==> src/rtl/mem_port_arbiter_pkg.sv <==
// Shared constants for the two-port SRAM arbiter: widths, FSM encodings, port IDs
// and the round-robin pick rule.
package mem_port_arbiter_pkg;

    localparam int ARB_AW = 5;
    localparam int ARB_DW = 8;

    localparam logic [1:0] S_IDLE  = 2'd0;
    localparam logic [1:0] S_ISSUE = 2'd1;
    localparam logic [1:0] S_WAIT  = 2'd2;
    localparam logic [1:0] S_ACK   = 2'd3;

    localparam logic P_LOAD = 1'b0;
    localparam logic P_WB   = 1'b1;

    // On a tie the port that did not win last time takes the grant.
    function automatic logic rr_pick(input logic req0, input logic req1, input logic last_gnt);
        return (req0 && req1) ? ~last_gnt : req1;
    endfunction

endpackage

==> src/rtl/mem_port_arbiter_if.sv <==
// One requester port of the SRAM arbiter: req/ack handshake plus the latched
// transaction fields and the per-port read result.
interface mem_port_arbiter_if
    import mem_port_arbiter_pkg::*;
#(
    parameter int AW = ARB_AW,
    parameter int DW = ARB_DW
);
    logic          req;
    logic          wr;
    logic [AW-1:0] addr;
    logic [DW-1:0] wdata;
    logic          ack;
    logic [DW-1:0] rdata;

    modport master (output req, wr, addr, wdata, input ack, rdata);
    modport slave  (input req, wr, addr, wdata, output ack, rdata);
endinterface

==> src/rtl/mem_arb_rr.sv <==
// Combinational two-way round-robin picker for the SRAM arbiter.
module mem_arb_rr
    import mem_port_arbiter_pkg::*;
(
    input  logic req0,
    input  logic req1,
    input  logic last_gnt,
    output logic valid,
    output logic winner
);
    assign valid  = req0 | req1;
    assign winner = rr_pick(req0, req1, last_gnt);
endmodule

==> src/rtl/mem_port_arbiter.sv <==
// Shares one single-port synchronous SRAM between the operand loader (p0) and
// the ALU writeback port (p1); owns every SRAM control signal.
//   state   | meaning
//   S_IDLE  | waiting for a request, mem_cs low
//   S_ISSUE | one cycle with mem_cs high, address/strobe presented to the SRAM
//   S_WAIT  | read only: counting down RD_LAT, data captured when count is 1
//   S_ACK   | one-cycle ack pulse to the granted port
module mem_port_arbiter
    import mem_port_arbiter_pkg::*;
#(
    parameter int AW     = ARB_AW,
    parameter int DW     = ARB_DW,
    parameter int RD_LAT = 1
)(
    input  logic          clk,
    input  logic          reset,
    mem_port_arbiter_if.slave p0,
    mem_port_arbiter_if.slave p1,
    output logic          mem_cs,
    output logic          mem_wr,
    output logic [AW-1:0] mem_addr,
    output logic [DW-1:0] mem_wdata,
    input  logic [DW-1:0] mem_rdata,
    output logic          busy,
    output logic          gnt_id
);
    localparam logic [1:0] RD_LAT_C = 2'(RD_LAT);

    logic [1:0]    state;
    logic [1:0]    cnt;
    logic          last_gnt;
    logic          gnt_q;
    logic [DW-1:0] rdata0_q;
    logic [DW-1:0] rdata1_q;
    logic          rr_valid;
    logic          rr_winner;

    mem_arb_rr u_rr (
        .req0     (p0.req),
        .req1     (p1.req),
        .last_gnt (last_gnt),
        .valid    (rr_valid),
        .winner   (rr_winner)
    );

    always_ff @(posedge clk or negedge reset) begin
        if (!reset) begin
            state     <= S_IDLE;
            cnt       <= '0;
            last_gnt  <= 1'b1;
            gnt_q     <= 1'b0;
            mem_wr    <= 1'b0;
            mem_addr  <= '0;
            mem_wdata <= '0;
            rdata0_q  <= '0;
            rdata1_q  <= '0;
        end else begin
            case (state)
                S_IDLE: begin
                    if (rr_valid) begin
                        gnt_q     <= rr_winner;
                        last_gnt  <= rr_winner;
                        mem_wr    <= (rr_winner == P_WB) ? p1.wr    : p0.wr;
                        mem_addr  <= (rr_winner == P_WB) ? p1.addr  : p0.addr;
                        mem_wdata <= (rr_winner == P_WB) ? p1.wdata : p0.wdata;
                        state     <= S_ISSUE;
                    end
                end
                S_ISSUE: begin
                    if (mem_wr) begin
                        state <= S_ACK;
                    end else begin
                        cnt   <= RD_LAT_C;
                        state <= S_WAIT;
                    end
                end
                S_WAIT: begin
                    // Count of 1 means the SRAM output is valid on this edge.
                    if (cnt == 2'd1) begin
                        if (gnt_q == P_WB) rdata1_q <= mem_rdata;
                        else               rdata0_q <= mem_rdata;
                        state <= S_ACK;
                    end else begin
                        cnt <= cnt - 2'd1;
                    end
                end
                S_ACK:   state <= S_IDLE;
                default: state <= S_IDLE;
            endcase
        end
    end

    assign mem_cs   = (state == S_ISSUE);
    assign busy     = (state != S_IDLE);
    assign gnt_id   = gnt_q;
    assign p0.ack   = (state == S_ACK) && (gnt_q == P_LOAD);
    assign p1.ack   = (state == S_ACK) && (gnt_q == P_WB);
    assign p0.rdata = rdata0_q;
    assign p1.rdata = rdata1_q;

endmodule
==> src/flat_wrapper.sv <==
// flat-port wrapper written by rule: the top's interface ports become plain ports
module mem_port_arbiter_flat import mem_port_arbiter_pkg::*;
#(
    parameter int AW     = ARB_AW,
    parameter int DW     = ARB_DW,
    parameter int RD_LAT = 1
)
  (clk, reset, mem_cs, mem_wr, mem_addr, mem_wdata, mem_rdata, busy, gnt_id, p0_req, p0_wr, p0_addr, p0_wdata, p0_ack, p0_rdata, p1_req, p1_wr, p1_addr, p1_wdata, p1_ack, p1_rdata);
  mem_port_arbiter_if #(.AW(AW), .DW(DW)) p0_i ();
  mem_port_arbiter_if #(.AW(AW), .DW(DW)) p1_i ();
  input  logic clk;
  input  logic reset;
  output logic mem_cs;
  output logic mem_wr;
  output logic [AW-1:0] mem_addr;
  output logic [DW-1:0] mem_wdata;
  input  logic [DW-1:0] mem_rdata;
  output logic busy;
  output logic gnt_id;
  input wire logic [$bits(p0_i.req)-1:0] p0_req;
  input wire logic [$bits(p0_i.wr)-1:0] p0_wr;
  input wire logic [$bits(p0_i.addr)-1:0] p0_addr;
  input wire logic [$bits(p0_i.wdata)-1:0] p0_wdata;
  output wire logic [$bits(p0_i.ack)-1:0] p0_ack;
  output wire logic [$bits(p0_i.rdata)-1:0] p0_rdata;
  input wire logic [$bits(p1_i.req)-1:0] p1_req;
  input wire logic [$bits(p1_i.wr)-1:0] p1_wr;
  input wire logic [$bits(p1_i.addr)-1:0] p1_addr;
  input wire logic [$bits(p1_i.wdata)-1:0] p1_wdata;
  output wire logic [$bits(p1_i.ack)-1:0] p1_ack;
  output wire logic [$bits(p1_i.rdata)-1:0] p1_rdata;
  assign p0_i.req = p0_req;
  assign p0_i.wr = p0_wr;
  assign p0_i.addr = p0_addr;
  assign p0_i.wdata = p0_wdata;
  assign p0_ack = p0_i.ack;
  assign p0_rdata = p0_i.rdata;
  assign p1_i.req = p1_req;
  assign p1_i.wr = p1_wr;
  assign p1_i.addr = p1_addr;
  assign p1_i.wdata = p1_wdata;
  assign p1_ack = p1_i.ack;
  assign p1_rdata = p1_i.rdata;
  mem_port_arbiter #(.AW(AW), .DW(DW), .RD_LAT(RD_LAT)) u_core (.clk(clk), .reset(reset), .p0(p0_i), .p1(p1_i), .mem_cs(mem_cs), .mem_wr(mem_wr), .mem_addr(mem_addr), .mem_wdata(mem_wdata), .mem_rdata(mem_rdata), .busy(busy), .gnt_id(gnt_id));
endmodule
==> config.mk <==
export PLATFORM = sky130hd
export DESIGN_NAME = mem_port_arbiter_flat
export DESIGN_NICKNAME = d
export VERILOG_FILES = /design/src/rtl/mem_port_arbiter_pkg.sv /design/src/rtl/mem_port_arbiter_if.sv /design/src/rtl/mem_arb_rr.sv /design/src/rtl/mem_port_arbiter.sv /design/src/flat_wrapper.sv
export SDC_FILE = /design/constraint.sdc
export NUM_CORES = 1
export LEC_CHECK = 0
export ABC_AREA = 1
export BUFFER_PORTS_ARGS = -buffer_cell sky130_fd_sc_hd__buf_2
export CELL_PAD_IN_SITES_DETAIL_PLACEMENT = 1
export CELL_PAD_IN_SITES_GLOBAL_PLACEMENT = 2
export CORE_MARGIN = 4
export CORE_UTILIZATION = 23
export CTS_CLUSTER_SIZE = 16
export DETAILED_ROUTE_END_ITERATION = 7
export GPL_TIMING_DRIVEN = 0
export PLACE_DENSITY = 0.86
export SLEW_MARGIN = 20
export SYNTH_ARGS = -nofsm -noshare
export SYNTH_HDL_FRONTEND = slang
export SYNTH_SLANG_ARGS = --single-unit
==> constraint.sdc <==
create_clock -name clk -period 1.5 [get_ports clk]
set_clock_uncertainty 0.05 [all_clocks]
set_input_delay 0.45 -clock clk [delete_from_list [all_inputs] [get_ports clk]]
set_output_delay 0.45 -clock clk [all_outputs]
set_load 0.03 [all_outputs]
==> impl_metrics.csv <==
group,metric,value,unit
run_status,status,"finished, violations left",
run_status,violations,"negative setup slack",
placed_design,gp_congestion,0.761,
finish,area_growth_syn_to_layout,56.3,%
grt,antenna_found_initial,0,
finish,drive_gt1_frac,0.452,
clock_tree,path_clk_slew,80,ps
sta,fin_crit_sh,1.14,
die,start_util,0.238,
drt,drc,0,
finish,final_cell_mix,"buf_2, nand2_1, inv_1, nand3_1, dfrtp_1",
drt,wl_per_cell,12.8,microns
placed_design,placed_cells,411,
yosys,syn_nets,283,
clock_tree,cts_buffer_depth,2,
yosys,seq_area_frac_synth,0.489,
yosys,synth_top_area_cell,"dfrtp_1",
setup_path,cp-start-kind,"flip-flop",
setup_path,worstPathArrival,1210,ps
setup_path,critPathSlowestCell,"dfrtp_2",
setup_path,crit_fanout,6,
sta,drv_slew,0,
sta,tns,-1240,ps
power_and_ir_drop,powerDensity,2330,nW/um^2
die,coreArea,7770,sq um
sta,maxSlewHeadroom,0.455,
setup_path,critical_path_class,"flip-flop to primary output",
drt,first_iter_violations,61,
setup_path,crit_start,"u_core.state[1]$_DFFE_PN0P_",
grt,track_usage,0.117,
finish,diodes,0,
sta,rsz0062_at_grt,"true",
finish,finish.utilization,0.371,
die,num_io_pins,75,
setup_path,max_stage_delay,490,ps
drt,wl,5.61,mm
grt,grt_pass1_wl,9.20,mm
sta,finalHoldViolations,0,
placed_design,post-dp-hpwl,4.06,mm
clock_tree,cts_made_buffers,5,
finish,fin_cells,438,
drt,routed_via_density,4.20,
grt,overflow,0,
drt,dr.pass1.iters,4,
yosys,synth.area.top_cells,"dfrtp_1, nand2_1, inv_1",
yosys,yosysWarnings,0,
clock_tree,htree_num_levels,2,
clock_tree,cts_sinks,36,
yosys,ys_ff_latch,36,
setup_path,timing.rr.start,"u_core.state[0]$_DFFE_PN0P_",
drt,ant_nets,0,
setup_path,r2r_cells,11,
finish,final_common_cell,"buf_2",
yosys,ys_types,17,
yosys,yosysTopAreaCellShare,0.475,
sta,fmax,584,MHz
setup_path,rr_endpoint,"u_core.state[0]$_DFFE_PN0P_",
setup_path,end_kind,"primary output",
yosys,postSynthCellCount,236,
power_and_ir_drop,power_leakage,1.62,nW
die,die_y,97.6,microns
sta,setup_viol,15,
setup_path,cp_data_required_time,1000,ps
setup_path,cp_cell_sequence,"inv_4 -> ha_4 -> inv_6 -> buf_6",
power_and_ir_drop,finalPower,0.00671,W
yosys,synth.avg_cell_area,7.82,sq um
setup_path,crit_end,"busy",
hold_path,hold_path.class,"input pin to asynchronous set/reset pin",
clock_tree,clock_insertion_delay_worst_skew,280,ps
clock_tree,ctsHoldBuffers,0,
die,dieArea,9520,sq um
placed_design,place_ws,-235,ps
finish,layout.nets,382,
yosys,synthesis.area,1850,sq um
power_and_ir_drop,ir_drop,0.709,mV
die,die_x,97.6,microns
die,fp-row-count,32,
clock_tree,cts_tree,"built",
grt,grt_pass1_vias,1930,
sta,period_needed,1710,ps
drt,dr_total_vias,1839,
setup_path,reg2reg_slack,-90,ps
grt,grt_max_degree,37,
placed_design,port_buffers,73,
sta,setup_ws,-211,ps
clock_tree,root_buffer,"clkbuf_8",
sta,tightestPinTransition,818,ps
job,cap_violations,0,
[through the flow]
step           area [sq um]  hold WS (ps)
2_1_floorplan          1850           104
3_3_place_gp           2340           410
3_5_place_dp           2340           411
4_1_cts                2630           243
5_1_grt                2880           270
6_report               2880           205
[routing by layer]
layer	share of wire	up-vias	routed length, microns	global-route usage
li1	-	916	-	-
met1	0.45	875	2510	0.147
met2	0.50	44	2800	0.199
met3	0.045	4	254	0.0316
met4	0.0093	0	52	0.0288
met5	0	-	0	0
[worst min-delay path by stage]
stage	from	to	slack, ps
finish	reset	u_core.p1.rdata[3]$_DFFE_PN0P_	210
global route	reset	u_core.p0.rdata[7]$_DFFE_PN0P_	270
CTS	reset	u_core.p0.rdata[5]$_DFFE_PN0P_	240
detailed placement	u_core.mem_wdata[3]$_DFFE_PN0P_	u_core.mem_wdata[3]$_DFFE_PN0P_	410
global placement	u_core.last_gnt$_DFFE_PN1P_	u_core.last_gnt$_DFFE_PN1P_	410
floorplan	reset	u_core.cnt[0]$_DFFE_PN0P_	100
[state kept, by name (all words and copies together) (netlist names)]
register / count
u_core.mem_wdata: 8
u_core.p0.rdata: 8
u_core.p1.rdata: 8
u_core.mem_addr: 5
u_core.cnt: 2
u_core.state: 2
u_core.gnt_id: 1
u_core.last_gnt: 1
u_core.mem_wr: 1
[cell families (layout without fill, tap and decap cells)]
group,after synthesis,count (layout),share of synthesized area
simple gates,116,116,0.274
buf+inv,57,157,0.136
flops,36,36,0.489
compound gates,20,20,0.0542
fa+ha+maj,7,7,0.0475
[power by group]
group	leakage (nW)	internal [W]	total, W	switching (W)
clock network	0.0548	0.000501	0.000882	0.000381
logic	1.13	0.00158	0.00395	0.00237
registers	0.433	0.00149	0.00188	0.000395
total	1.62	0.00357	0.00671	0.00315
[final cells by class]
cell class	count	area, sq um
tap	102	128
timing repair buffer	92	597
buffer	8	85.1
clock inverter	3	46.3
fill	972	4880
multi-input combinational	143	848
clock buffer	5	68.8
sequential	36	907
inverter	49	204
[timing repair]
item                                    CTS  global route
setup buffers                             9            12
pin swaps                                 4             4
resized for setup                        37            55
endpoints found under the hold margin     0             0
cloned                                    1             2
endpoints found under the setup margin   33            34
[Yosys cell counts]
cell type,instances
nand2_1,77
inv_1,46
dfrtp_1,35
nand3_1,33
o21ai_0,19
ha_1,7
buf_2,4
buf_6,3
inv_2,2
nand2_2,2
nor2_1,2
a21oi_1,1
buf_4,1
dfstp_2,1
inv_6,1
nor2_4,1
nor2_8,1
[worst max-delay path, delay by kind of cell (launching register included)]
kind                       cells  cell delay [ps]
adders and majority gates      1              170
DFF                            1              490
buffers and inverters          3              260
(Power assumes the default switching activity.)
